## src/rtl/cache_mem_arbiter_pkg.sv

```systemverilog
// Shared types for the I/D cache to memory arbiter: FSM states, grant
// history encoding and the registered memory request.
package cache_types;

   localparam int unsigned LINE_W = 256;

   typedef enum logic [1:0] {
      IDLE,
      I_BUSY,
      D_BUSY,
      DRAIN
   } arb_state_t;

   typedef enum logic {
      GNT_I,
      GNT_D
   } grant_t;

   typedef struct packed {
      logic [31:0]       addr;
      logic              write;
      logic [LINE_W-1:0] wdata;
   } arb_req_t;

endpackage

```

## src/rtl/cache_mem_arbiter.sv

```systemverilog
// Arbitrates I-cache fills and D-cache fills/writebacks onto a single memory
// port with one outstanding transaction; I-side can be cancelled by flush.
module cache_mem_arbiter #(
   parameter int unsigned LINE_W = cache_types::LINE_W
) (
   input  logic              clk,
   input  logic              rst_n,
   input  logic [31:0]       i_addr,
   input  logic              i_read,
   output logic [LINE_W-1:0] i_rdata,
   output logic              i_resp,
   input  logic [31:0]       d_addr,
   input  logic              d_read,
   input  logic              d_write,
   input  logic [LINE_W-1:0] d_wdata,
   output logic [LINE_W-1:0] d_rdata,
   output logic              d_resp,
   input  logic              flush,
   output logic [31:0]       mem_addr,
   output logic              mem_read,
   output logic              mem_write,
   output logic [LINE_W-1:0] mem_wdata,
   input  logic [LINE_W-1:0] mem_rdata,
   input  logic              mem_resp
);
   import cache_types::*;

   arb_state_t r_state;
   arb_state_t w_next_state;
   grant_t     r_last_grant;
   grant_t     w_next_grant;
   arb_req_t   r_req;
   arb_req_t   w_next_req;
   logic       w_i_pend;
   logic       w_d_pend;
   logic       w_grant_d;
   logic       w_busy;

   always_ff @(posedge clk or negedge rst_n) begin
      if (!rst_n) begin
         r_state      <= IDLE;
         r_last_grant <= GNT_I;
         r_req        <= '0;
      end else begin
         r_state      <= w_next_state;
         r_last_grant <= w_next_grant;
         r_req        <= w_next_req;
      end
   end

   // A flush in IDLE masks the I request for that cycle only.
   assign w_i_pend  = i_read & ~flush;
   assign w_d_pend  = d_read | d_write;
   assign w_grant_d = w_d_pend & (~w_i_pend | (r_last_grant == GNT_I));

   always_comb begin
      w_next_state = r_state;
      w_next_grant = r_last_grant;
      w_next_req   = r_req;
      i_resp       = 1'b0;
      d_resp       = 1'b0;
      i_rdata      = '0;
      d_rdata      = '0;
      case (r_state)
         IDLE: begin
            if (w_grant_d) begin
               w_next_req.addr  = d_addr;
               w_next_req.write = d_write;
               w_next_req.wdata = d_wdata;
               w_next_state     = D_BUSY;
            end else if (w_i_pend) begin
               w_next_req.addr  = i_addr;
               w_next_req.write = 1'b0;
               w_next_req.wdata = '0;
               w_next_state     = I_BUSY;
            end
         end
         I_BUSY: begin
            if (mem_resp) begin
               i_resp       = ~flush;
               i_rdata      = flush ? '0 : mem_rdata;
               w_next_grant = GNT_I;
               w_next_state = IDLE;
            end else if (flush) begin
               w_next_state = DRAIN;
            end
         end
         D_BUSY: begin
            if (mem_resp) begin
               d_resp       = 1'b1;
               d_rdata      = mem_rdata;
               w_next_grant = GNT_D;
               w_next_state = IDLE;
            end
         end
         DRAIN: begin
            // Cancelled fill still owns the memory port until it completes.
            if (mem_resp) begin
               w_next_grant = GNT_I;
               w_next_state = IDLE;
            end
         end
         default: w_next_state = IDLE;
      endcase
   end

   assign w_busy    = (r_state != IDLE);
   assign mem_read  = w_busy & ~r_req.write;
   assign mem_write = w_busy & r_req.write;
   assign mem_addr  = r_req.addr;
   assign mem_wdata = r_req.wdata;

endmodule

```

## config.mk

```make
export PLATFORM = sky130hd
export DESIGN_NAME = cache_mem_arbiter
export DESIGN_NICKNAME = d
export VERILOG_FILES = /design/src/rtl/cache_mem_arbiter_pkg.sv /design/src/rtl/cache_mem_arbiter.sv
export SDC_FILE = /design/constraint.sdc
export NUM_CORES = 1
export LEC_CHECK = 0
export CORE_AREA = 3 3 543 545
export DETAILED_ROUTE_END_ITERATION = 8
export DIE_AREA = 0 0 546 548
export PLACE_DENSITY = 0.3
export REMOVE_ABC_BUFFERS = 1
export SLEW_MARGIN = 20
export SYNTH_ARGS = -nofsm -noshare
export SYNTH_HDL_FRONTEND = slang
export SYNTH_SLANG_ARGS = --single-unit
export TNS_END_PERCENT = 30
```

## constraint.sdc

```tcl
create_clock -name clk -period 4.7 [get_ports clk]
set_input_delay 0.94 -clock clk [delete_from_list [all_inputs] [get_ports clk]]
set_output_delay 0.94 -clock clk [all_outputs]
set_load 0.01 [all_outputs]
```

# Word-level counts from Yosys, hierarchy flattened
# Cells that the tools add are included.
[classes]
n_eq_ne = 8
mux = 20
n_reduce_logical = 9
bitwise_logic = 10
[ops]
columns = ["cell", "count"]
rows = [
  ["256-bit two-way mux", 5],
  ["289-bit two-way mux", 2],
  ["2-bit two-way mux", 5],
  ["1-bit two-way mux", 6],
  ["3-bit != test (second input constant)", 2],
  ["2-bit one-hot mux with 3 select lines", 1],
  ["3-bit AND reduction", 2],
  ["2-bit nonzero test", 3],
  ["1-bit AND", 4],
  ["2-bit == test (second input constant)", 2],
  ["2-bit by 1-bit != test with 1-bit output (second input constant)", 2],
  ["1-bit inverter", 4],
  ["2-bit OR reduction", 2],
  ["2-bit by 1-bit == test with 1-bit output (second input constant)", 1],
  ["2-bit zero test", 1],
  ["2-bit != test (second input constant)", 1],
  ["1-bit bitwise OR", 2],
  ["1-bit one-hot mux with 2 select lines", 1],
  ["2-bit AND reduction", 1],
]
[totals]
register_bits = 292
elab_cells = 52
inputBits = 583

# Depth between registers and ports, before layout
[logic_depth]
ltp_word = 7
mapped_depth = 7

# Worst setup path before layout
# Ideal clock, no wire load.
[synth_timing]
kind = "input to output"
from = "in mem_resp"
to = "out i_rdata[100]"
arrival_time_ns = 1.957
setup_slack_ns = 1.803
stages = 5
required_ns = 3.760
path_cell_list = "nand2_1 > nor3_1 > clkbuf_1 > clkbuf_1 > and2_1"
[synth_between]
elab_chain_cells = 2
[synth_lines]
columns = ["element", "line_no", "source"]
rows = [
  ["start, declared", "cache_mem_arbiter.sv:24", "input logic mem_resp"],
  ["256-bit two-way mux", "cache_mem_arbiter.sv:79", "if (mem_resp) begin"],
  ["256-bit two-way mux", "cache_mem_arbiter.sv:64", "case (r_state)"],
  ["end, declared", "cache_mem_arbiter.sv:10", "output logic [LINE_W-1:0] i_rdata,"],
]
# Every way passes these cells.

# Worst setup path after layout
[layout_timing]
from = "in mem_resp"
to = "out d_rdata[241]"
[layout_between]
elab_chain_cells = 2
[layout_lines]
columns = ["element", "line_no", "source"]
rows = [
  ["256-bit two-way mux", "cache_mem_arbiter.sv:89", "if (mem_resp) begin"],
  ["256-bit two-way mux", "cache_mem_arbiter.sv:64", ""],
  ["end, declared", "cache_mem_arbiter.sv:16", "output logic [LINE_W-1:0] d_rdata,"],
]
# Every way passes these cells.

==> metrics <==
status=complete, no violations; peak supply drop=0.240 mV; wire length on met2=83.4 mm; routed len/inst=24.6 µm; met3 wire len=14.3 mm; clk buf depth=3; row cnt=198; vias in the first global route=18,493; final max-slew violation count=0; top sig layer=met5; worst setup path start=mem_resp; clock skew=23.9 ps; slew margin rel.=0.514; Mean Syn Cell Area=10.2 µm²; CP Capture Type=output port; RSZ-0062 raised after global routing=no; share of the synthesized area in the top cell type=0.438; Synth Instances=1,644; TritonCTS clock tree=yes; ranking of synthesized cells by area=dfrtp_1, and2_1, buf_4; CTS Sinks=292; Initial Utilization=0.0575; htree depth=2; CP required=3760 ps; Sw Ratio=0.389; Reg area=7310 µm²; Global Route Usage Sum=0.104; final WL=164 mm; Most used DFF post-synth=dfrtp_1; Seq/Total Area, Yosys=0.438; Worst Max-Slew Pin Slew=728 ps; DRC Markers=0; max-capacitance violation count=0; Die X=546 µm; # hold bufs at CTS=0; cell taking the most area after synthesis=dfrtp_1; Pint=10.3 mW; Reg-to-Reg Start=r_state[1]; CP Launch Type=input port; Comb pwr share=0.543; total CTS buffers=41; # IOs=1,387; critical-path cell list=clkdlybuf4s50_1, and3_4, buf_4, and2_1, clkdlybuf4s50_1; Sum Neg Setup Slack=0 ps; FMAX=220 MHz; hold slack=339 ps; Via Count=17,082; Pwr Total=16.8 mW; Yosys warning count=0; critical path fanouts, max=29; P_sw=6.52 mW; kind of critical path=in2out; CTS root buffer=clkbuf_16; initial antenna violation count=104; Tmin final=4550 ps; count of different cell masters after synthesis=26; mapped cell area=16,700 µm²; Period Utilization, post-route=0.969; Flop pwr share=0.264; largest net degree at the start of global routing=79; # nets final=3,277; CTS resizes=0; WL met1=61.6 mm; most used cell, CP=clkdlybuf4s50_1; via/cell ratio=2.57; Skew-Pair Late Insertion Delay=600 ps; # setup viols final=0; FF+latch count, synth=292; die area=299,000 µm²; first-pass GRT wire length=206 mm; area of the multi-input gates=6570 µm²; Hold Violations, Final=0; Routed Antenna Nets=0; Power Dens Cells=480 nW/µm²; number of setup buffers added after CTS=0; crit-path max cell delay=700 ps; PortBufs=1,386; layout cell share with drive strength beyond 1=0.0653; ys async rst share=1.00; worst hold-check path type=in2async; Post-synth top cells=and2_1, buf_4, dfrtp_1; worst path bufs/invs=3; Filler cells=33,199; Chip Height=548 µm; Core Area=291,000 µm²; gpl congestion=0.852; P_leak=12.8 nW; EDFF count, synth=0; number of DRC markers in iteration 0=808; DRT Pass-1 Iters=5; cell family with most CP delay=buffers and inverters; Clk pwr share=0.193; hpwl dp=142 mm; Slowest cell on crit path=clkdlybuf4s50_1; Critical Path AT=3610 ps; Worst-path clk slew=60 ps; Area Growth Syn to Fin=109%; cell with the most instances after synthesis=and2_1; total congestion overflow=0
[path summary, 6_finish.rpt]
kind | endpoint | slack [ps] | cells past startpoint
max reg2reg | mem_wdata[249] | 2400 | 6
max in group asynchronous | mem_wdata[100] | 3340 | 2
min reg2reg | mem_wdata[94] | 490 | 1
min | mem_wdata[25] | 340 | 1
min in group clk | mem_wdata[94] | 490 | 1
max | d_rdata[241] | 150 | 5
[cells in the final DEF (no fill, tap or decap), types with 2 or more instances in the layout]
cell type / instances
clkdlybuf4s50_1: 1337
and2_1: 513
dfrtp_1: 292
a22o_1: 257
buf_4: 58
buf_12: 46
clkbuf_16: 42
o21ai_0: 32
o21a_1: 32
a221oi_1: 32
a2bb2oi_1: 32
diode_2: 18
clkbuf_1: 9
clkinvlp_4: 6
clkbuf_8: 6
clkinv_2: 5
a21oi_1: 3
bufinv_16: 2
clkinv_4: 2
[per-stage QoR]
step           utilization  area, µm²  cells  setup slack [ps]
6_report             0.120      34900   6643               145
5_1_grt              0.120      34900   6633              8.00
4_1_cts              0.120      34900   6625              29.0
3_5_place_dp         0.115      33500   6551              25.5
3_3_place_gp         0.115      33500   6551              21.7
2_1_floorplan            -      13800   1209             -6130
[registers in the layout (all words and copies together) (netlist names)]
register and cells:
mem_addr 32, r_last_grant 1, r_req 1, mem_wdata 256, r_state 2
[worst reg2reg max path: stages (launching register included)]
cell     delay [ps]
dfrtp_1         410
or2_1           150
buf_4           210
buf_4           400
a21o_4          290
buf_4           520
a22o_1          260
[cells by family (layout without fill, tap and decap cells)]
family | Yosys count | count (layout) | synth area share
and+or+nand+nor | 524 | 524 | 0.197
other | 0 | 18 | 0
buffers and inverters | 436 | 1517 | 0.171
AOI/OAI and AO/OA | 392 | 392 | 0.195
DFF | 292 | 292 | 0.438
[layout make-up]
type	count	area share
Inverter	1	0.000108
Clock buffer	57	0.0334
Tap cell	3900	0.140
Multi-Input combinational cell	916	0.188
Sequential cell	292	0.209
Timing Repair Buffer	1442	0.423
Clock inverter	17	0.00502
Antenna cell	18	0.00129
[power groups by stage]
stage | Combinational (mW) | Sequential, mW | Clock (mW)
after floorplan | 2.86 | 4.82 | 0
after global placement | 9.41 | 4.47 | 0
after detailed placement | 9.36 | 4.42 | 0
after CTS | 9.38 | 4.45 | 3.44
after global routing | 9.78 | 4.58 | 3.49
final | 9.10 | 4.43 | 3.24
[metal layers]
layer / up-vias / track usage
met5: - / 0
met4: 6 / 0.0239
met3: 219 / 0.0373
met2: 1082 / 0.191
met1: 8323 / 0.114
li1: 7452 / -
(Power assumes the default switching activity.)
